`src/rtl/rng_pkg.sv`:
```
// Shared types and constants for the RNG controller and its round-robin arbiter.
package rng_pkg;

    localparam int LFSR_W = 8;
    localparam logic [LFSR_W-1:0] DEFAULT_SEED_VAL = 8'hA5;

    typedef enum logic [1:0] {
        ST_SEED,
        ST_IDLE,
        ST_SHIFT,
        ST_PRESENT
    } state_t;

    // An all-zero seed would lock the LFSR up, so it is swapped for the fallback.
    function automatic logic [LFSR_W-1:0] safe_seed(
        input logic [LFSR_W-1:0] val,
        input logic [LFSR_W-1:0] fallback
    );
        return (val == '0) ? fallback : val;
    endfunction

endpackage

```
`src/rtl/rr_arbiter.sv`:
```
// Round-robin requester selection. The search begins at ptr (one past the last
// granted requester) and wraps from NUM_REQ-1 back to 0.
module rr_arbiter #(
    parameter int NUM_REQ = 4,
    parameter int PTR_W   = (NUM_REQ > 1) ? $clog2(NUM_REQ) : 1
) (
    input  logic [NUM_REQ-1:0] req,
    input  logic [PTR_W-1:0]   ptr,
    output logic [NUM_REQ-1:0] grant
);

    int               idx;
    logic             found;
    logic [PTR_W-1:0] sel;

    // Pick the first requesting index at or after ptr, wrapping around.
    always_comb begin
        grant = '0;
        found = 1'b0;
        idx   = 0;
        sel   = '0;
        for (int i = 0; i < NUM_REQ; i++) begin
            idx = int'(ptr) + i;
            if (idx >= NUM_REQ) begin
                idx = idx - NUM_REQ;
            end
            sel = PTR_W'(idx);
            if (!found && req[sel]) begin
                grant[sel] = 1'b1;
                found      = 1'b1;
            end
        end
    end

endmodule

```
`src/rtl/rng_controller.sv`:
```
// Controller that shares an external 8-bit LFSR between several requesters:
// seeds it, runs a fixed number of shift steps per draw, presents the value
// to the granted requester and waits for its acknowledge.
module rng_controller
    import rng_pkg::*;
#(
    parameter int                NUM_REQ         = 4,
    parameter int                SHIFTS_PER_DRAW = 8,
    parameter logic [LFSR_W-1:0] DEFAULT_SEED    = DEFAULT_SEED_VAL
) (
    input  logic                clock,
    input  logic                reset_n,
    input  logic                seed_load,
    input  logic [LFSR_W-1:0]   seed_val,
    input  logic [NUM_REQ-1:0]  req,
    output logic [NUM_REQ-1:0]  grant,
    output logic                rand_valid,
    output logic [LFSR_W-1:0]   rand_out,
    input  logic                rand_ack,
    output logic                lfsr_load_n,
    output logic                lfsr_shift,
    output logic [LFSR_W-1:0]   lfsr_load_val,
    input  logic [LFSR_W-1:0]   lfsr_q
);

    localparam int         PTR_W      = (NUM_REQ > 1) ? $clog2(NUM_REQ) : 1;
    localparam logic [7:0] LAST_SHIFT = 8'(SHIFTS_PER_DRAW - 1);

    state_t              state;
    logic [PTR_W-1:0]    rr_ptr;
    logic [PTR_W-1:0]    next_ptr;
    logic [7:0]          shift_cnt;
    logic                seed_pending;
    logic [LFSR_W-1:0]   pending_val;
    logic [NUM_REQ-1:0]  arb_grant;

    rr_arbiter #(
        .NUM_REQ (NUM_REQ),
        .PTR_W   (PTR_W)
    ) u_arbiter (
        .req   (req),
        .ptr   (rr_ptr),
        .grant (arb_grant)
    );

    // Search pointer for the next arbitration: one past whichever requester wins now.
    always_comb begin
        next_ptr = rr_ptr;
        for (int i = 0; i < NUM_REQ; i++) begin
            if (arb_grant[i]) begin
                next_ptr = (i == NUM_REQ - 1) ? '0 : PTR_W'(i + 1);
            end
        end
    end

    assign rand_out = rand_valid ? lfsr_q : '0;

    // Main sequencer: seeding, arbitration, shifting and presentation, with all outputs registered.
    always_ff @(posedge clock or negedge reset_n) begin
        if (!reset_n) begin
            state         <= ST_SEED;
            grant         <= '0;
            rand_valid    <= 1'b0;
            lfsr_shift    <= 1'b0;
            lfsr_load_n   <= 1'b1;
            lfsr_load_val <= DEFAULT_SEED;
            seed_pending  <= 1'b0;
            pending_val   <= '0;
            rr_ptr        <= '0;
            shift_cnt     <= '0;
        end else begin
            if (seed_load && (state != ST_IDLE)) begin
                seed_pending <= 1'b1;
                pending_val  <= seed_val;
            end

            case (state)
                ST_SEED: begin
                    if (lfsr_load_n) begin
                        lfsr_load_n <= 1'b0;
                    end else begin
                        lfsr_load_n <= 1'b1;
                        state       <= ST_IDLE;
                    end
                end

                ST_IDLE: begin
                    if (seed_load) begin
                        lfsr_load_n   <= 1'b0;
                        lfsr_load_val <= safe_seed(seed_val, DEFAULT_SEED);
                        seed_pending  <= 1'b0;
                        state         <= ST_SEED;
                    end else if (seed_pending) begin
                        lfsr_load_n   <= 1'b0;
                        lfsr_load_val <= safe_seed(pending_val, DEFAULT_SEED);
                        seed_pending  <= 1'b0;
                        state         <= ST_SEED;
                    end else if (lfsr_q == '0) begin
                        lfsr_load_n   <= 1'b0;
                        lfsr_load_val <= DEFAULT_SEED;
                        state         <= ST_SEED;
                    end else if (|req) begin
                        grant      <= arb_grant;
                        rr_ptr     <= next_ptr;
                        lfsr_shift <= 1'b1;
                        shift_cnt  <= '0;
                        state      <= ST_SHIFT;
                    end
                end

                ST_SHIFT: begin
                    if (shift_cnt == LAST_SHIFT) begin
                        lfsr_shift <= 1'b0;
                        rand_valid <= 1'b1;
                        state      <= ST_PRESENT;
                    end else begin
                        shift_cnt <= shift_cnt + 8'd1;
                    end
                end

                ST_PRESENT: begin
                    if (rand_ack) begin
                        grant      <= '0;
                        rand_valid <= 1'b0;
                        state      <= ST_IDLE;
                    end
                end

                default: begin
                    lfsr_load_n   <= 1'b1;
                    lfsr_load_val <= DEFAULT_SEED;
                    state         <= ST_SEED;
                end
            endcase
        end
    end

endmodule

```
`config.mk`:
```
export PLATFORM = sky130hd
export DESIGN_NAME = rng_controller
export DESIGN_NICKNAME = d
export VERILOG_FILES = /design/src/rtl/rng_pkg.sv /design/src/rtl/rr_arbiter.sv /design/src/rtl/rng_controller.sv
export SDC_FILE = /design/constraint.sdc
export NUM_CORES = 1
export LEC_CHECK = 0
export CELL_PAD_IN_SITES_DETAIL_PLACEMENT = 0
export CELL_PAD_IN_SITES_GLOBAL_PLACEMENT = 1
export CORE_MARGIN = 2
export CORE_UTILIZATION = 42
export CTS_CLUSTER_DIAMETER = 200
export DETAILED_ROUTE_END_ITERATION = 16
export DONT_BUFFER_PORTS = 1
export PLACE_DENSITY = 0.68
export SYNTH_ARGS = -nofsm -noshare
export SYNTH_HDL_FRONTEND = slang
export SYNTH_SLANG_ARGS = --single-unit
```
`constraint.sdc`:
```
create_clock -name clock -period 4.9 [get_ports clock]
set_input_delay 0.735 -clock clock [delete_from_list [all_inputs] [get_ports clock]]
set_output_delay 0.735 -clock clock [all_outputs]
set_load 0.1 [all_outputs]
```
# Yosys cells after proc, flatten, opt, wreduce, memory -nomap -nowiden
# Index checks and enable logic that the tools add are counted.
# word_totals
register_bits	36
input_bits	24
out_inout_bits	23
word_cells	156
# op_classes
add_sub_neg	8
magnitude_cmp	12
n_eq_ne	15
n_mux	75
bitwise_logic	6
n_reduce_logical	30
# op_table
op	n
2-to-1 mux 8 bit	11
2-to-1 mux 4 bit	9
2-to-1 mux 2 bit	15
2-to-1 mux 1 bit	26
zero test 8 bit	3
AND reduction 6 bit	4
!= test 2 bit (second input constant)	8
case mux 8 bit (2 select lines)	1
less-than comparator 2 x 3 -> 1 bit (second input constant)	4
bitwise OR 4 bit	3
greater-or-equal comparator 3 bit (second input constant)	3
adder 8 x 1 -> 8 bit (second input constant)	1
binary-select mux 1 bit (select 2 bit)	4
demux 1 bit (select 2 bit)	4
== test 8 x 3 -> 1 bit (second input constant)	1
greater-or-equal comparator 2 x 1 -> 1 bit (second input constant)	4
logical AND 1 bit	8
case mux 2 bit (4 select lines)	1
case mux 4 bit (2 select lines)	1
nonzero test 2 bit	4
subtractor 2 x 1 -> 2 bit (second input constant)	4
adder 2 x 2 -> 3 bit (second input constant)	2
case mux 1 bit (2 select lines)	3
!= test 5 bit (second input constant)	1
other kinds (15)	21

# Longest topological paths before layout
# logic_depth
word_depth	19
depth_mapped	9
depth_no_buf	8

# Cells and area by module
# From an unflattened synthesis, not the netlist that was laid out.
# unflattened
hier_cells	226
area_unflattened_um2	2235.9
# by_module_without_submodules
module	instances	cells_each	area_each_um2
rng_controller	1	190	1898.1
rr_arbiter	1	36	337.8

# Least setup slack after synthesis
# OpenSTA, ideal clock, no wires.
# synth_path
path_type	reg-to-output
startpoint	reg rand_valid
endpoint	out rand_out[0]
arrival_ns	1.860
required_ns	4.165
path_slack_ns	2.305
stages_incl_launch_ff	2
cell_sequence	dfrtp_1 and2_1
# synth_between
elab_chain_len	1
# synth_lines
element	line	rtl
from (decl)	rng_controller.sv:17	output logic rand_valid,
from (signal assigned)	rng_controller.sv:63	rand_valid <= 1'b0;
from (signal assigned)	rng_controller.sv:114	rand_valid <= 1'b1;
from (signal assigned)	rng_controller.sv:124	rand_valid <= 1'b0;
2-to-1 mux 8 bit	rng_controller.sv:56	assign rand_out = rand_valid ? lfsr_q : '0;
to (decl)	rng_controller.sv:18	output logic [LFSR_W-1:0] rand_out,
# No other way between the ends.

# Worst setup path in the final report
# layout_path
startpoint	reg rand_valid
endpoint	out rand_out[2]
# The elaborated chain is that of the path after synthesis.

==> flow_metrics.env <==
export IMPL_syn_area_per_cell_um2=9.07
export IMPL_setup_tns_final_ps=0
export IMPL_io_pins=47
export IMPL_yosysSeqAreaShare_pct=42.0
export IMPL_worstPathMaxFanout=11
export IMPL_fillers=521
export IMPL_drt_wl_total_um=4780
export IMPL_relSlewSlack_pct=26.7
export IMPL_nets=276
export IMPL_io_buffers=0
export IMPL_ant_nets=0
export IMPL_fp_coreArea_um2=5040
export IMPL_crit_type="reg2out"
export IMPL_synth_nets=274
export IMPL_synth_cell_types=47
export IMPL_gp_congestion=0.834
export IMPL_cts_htree_levels=2
export IMPL_antenna_cells=0
export IMPL_synth_warnings=0
export IMPL_hold_viol=0
export IMPL_cts_buffers=5
export IMPL_slowest_delay_ps=1080
export IMPL_synth_top_cell_area_share_pct=35.9
export IMPL_dr_pass1_iters=4
export IMPL_cp_cell_sequence="and2_1"
export IMPL_antenna_found_initial=0
export IMPL_r2r_start="rr_ptr[0]$_DFFE_PN0P_"
export IMPL_vias=1714
export IMPL_setup_violations=0
export IMPL_avgRoutedWirePerCell_um=15.4
export IMPL_clock_latency_ps=290
export IMPL_maxCapViolations=0
export IMPL_skew_ps=3.96
export IMPL_reg2reg_depth=8
export IMPL_grt_pass1_vias=1615
export IMPL_die_y_um=75.7
export IMPL_rsz0062_at_grt="false"
export IMPL_ys_ff_latch=36
export IMPL_post_cts_buffers=0
export IMPL_cp_start_kind="register"
export IMPL_crit_family="flip-flops"
export IMPL_clkTransAtPathRegs_ps=70
export IMPL_r2r_end="rr_ptr[0]$_DFFE_PN0P_"
export IMPL_cp_data_required_time_ps=4160
export IMPL_grt_usage_pct=18.3
export IMPL_stdcell_area_um2=2310
export IMPL_drt_iter0_drc=49
export IMPL_root_buffer="clkbuf_8"
export IMPL_cts_resized=0
export IMPL_dpl_cell_area_um2=2220
export IMPL_vias_per_cell=5.51
export IMPL_hold_buffers=0
export IMPL_finalCritPeriodShare_pct=61.0
export IMPL_drc=0
export IMPL_worstMarginPinSlew_ps=1100
export IMPL_async_flop_share_pct=100
export IMPL_postSynthCellCount=238
export IMPL_path_depth=1
export IMPL_synth_edf_count=0
export IMPL_ys_flop_type="dfrtp_1"
export IMPL_clock_sinks=36
export IMPL_hp_class="in2async"
export IMPL_rrSetupSlack_ps=2070
export IMPL_post_dp_hpwl_um=3620
export IMPL_cp_buffers_inverters=0
export IMPL_fmax_ghz=0.334
export IMPL_min_period_ps=2990
export IMPL_gr_total_overflow=0
export IMPL_rows=26
export IMPL_finalMaxSlewViolations=0
export IMPL_tritoncts="yes"
export IMPL_clockBufferDepth=2
export IMPL_outcome="complete, no violations"
export IMPL_crit_path_end_kind="primary output"
export IMPL_grt_pass1_wl_um=7830
export IMPL_dieArea_um2=5730
export IMPL_die_w_um=75.7
export IMPL_syn2layout_area_growth_pct=7.13
export IMPL_synth_largest_area_cell="dfrtp_1"
export IMPL_synth_area_um2=2160
export IMPL_grt_max_degree=37
export IMPL_arrival_ps=2260
export IMPL_layout_drive_gt1_share_pct=9.96
export IMPL_ys_top_cells_by_area="dfrtp_1, nand2_1, ha_1, dfstp_2, o21ai_0"
export IMPL_start_util_pct=42.8
export IMPL_slowest_stage="dfrtp_1"
## how the worst max path moves through the flow
stage	startpoint	endpoint	slack [ps]
after floorplan	rand_valid$_DFFE_PN0P_	rand_out[0]	2310
after global placement	rr_ptr[0]$_DFFE_PN0P_	rr_ptr[0]$_DFFE_PN0P_	2160
after detailed placement	rr_ptr[0]$_DFFE_PN0P_	rr_ptr[0]$_DFFE_PN0P_	2110
after CTS	rand_valid$_DFFE_PN0P_	rand_out[2]	1900
after global routing	rand_valid$_DFFE_PN0P_	rand_out[2]	1800
final	rand_valid$_DFFE_PN0P_	rand_out[2]	1910
## layout make-up
class / instances / area (um^2) / area share [%]
clock buffers: 6 / 82.6 / 3.57
multi-input cells: 189 / 1200 / 51.7
well taps: 70 / 87.6 / 3.79
clock inverters: 2 / 10.0 / 0.433
flip-flops and latches: 36 / 907 / 39.2
inverters: 8 / 30.0 / 1.30
## flip-flops by register name, indices dropped and copies added, names as in the netlist
signal / cells
grant: 4
lfsr_load_n: 1
lfsr_shift: 1
rr_ptr: 2
shift_cnt: 8
seed_pending: 1
lfsr_load_val: 8
state: 2
pending_val: 8
rand_valid: 1
## synth_stat cells (3+ instances only)
cell type / instances
xor2_1: 5
dfrtp_1: 31
nor4_1: 3
nand3_1: 3
nand2_1: 59
ha_1: 12
mux2i_1: 3
inv_1: 8
and2_1: 8
nor2b_1: 3
o21ai_0: 24
a22oi_1: 6
nor2_1: 12
or4_1: 6
dfstp_2: 5
a21oi_1: 4
clkbuf_1: 4
o22ai_1: 6
## per-stage QoR
step	hold slack, ps	cells	util (%)	setup slack, ps
2_1_floorplan	439	238	-	2310
3_3_place_gp	441	303	44.0	2160
3_5_place_dp	440	303	44.0	2110
4_1_cts	121	311	45.9	1900
5_1_grt	107	311	45.9	1800
6_report	131	311	45.9	1910
## metal layers
metal,vias up,share of wire [%],GRT usage (%)
met1,806,47,24.4
met4,0,1.4,5.85
met2,51,46,28.3
met5,-,0,0
met3,6,5.4,5.69
li1,851,-,-
## cells in the final DEF (no fill, tap or decap), drive strengths merged, types with 2 or more instances in the layout
master	netlist	final
or4	6	6
a221oi	3	3
nand2	59	59
dfstp	5	5
clkinv	0	2
nor4	3	3
a22oi	6	6
a21oi	4	4
o21ai	24	24
dfrtp	31	31
o22ai	6	6
ha	12	12
o2bb2ai	2	2
xor2	5	5
nor2	13	13
and2	8	8
xnor2	2	2
mux2i	3	3
nand4	2	2
nor2b	3	3
and3	2	2
nor3	2	2
inv	8	8
nand3	3	3
clkbuf	4	6
or2	2	2
mux2	2	2
mux4	2	2
## logic make-up (layout without fill, tap and decap cells)
kind of cell               after synthesis  count (layout)  synth area share [%]
AOI/OAI and AO/OA                       58              58                  18.4
xor gates and xnor gates                 7               7                  2.84
adders and majority gates               12              12                  6.95
buffers and inverters                   13              16                  2.61
DFF                                     36              36                  42.0
muxes                                    7               7                  4.69
and+or+nand+nor                        105             105                  22.5
Power is left out: the tool's default activity adds up to more than one toggle a clock period on the data nets, which glitch-free logic cannot reach.
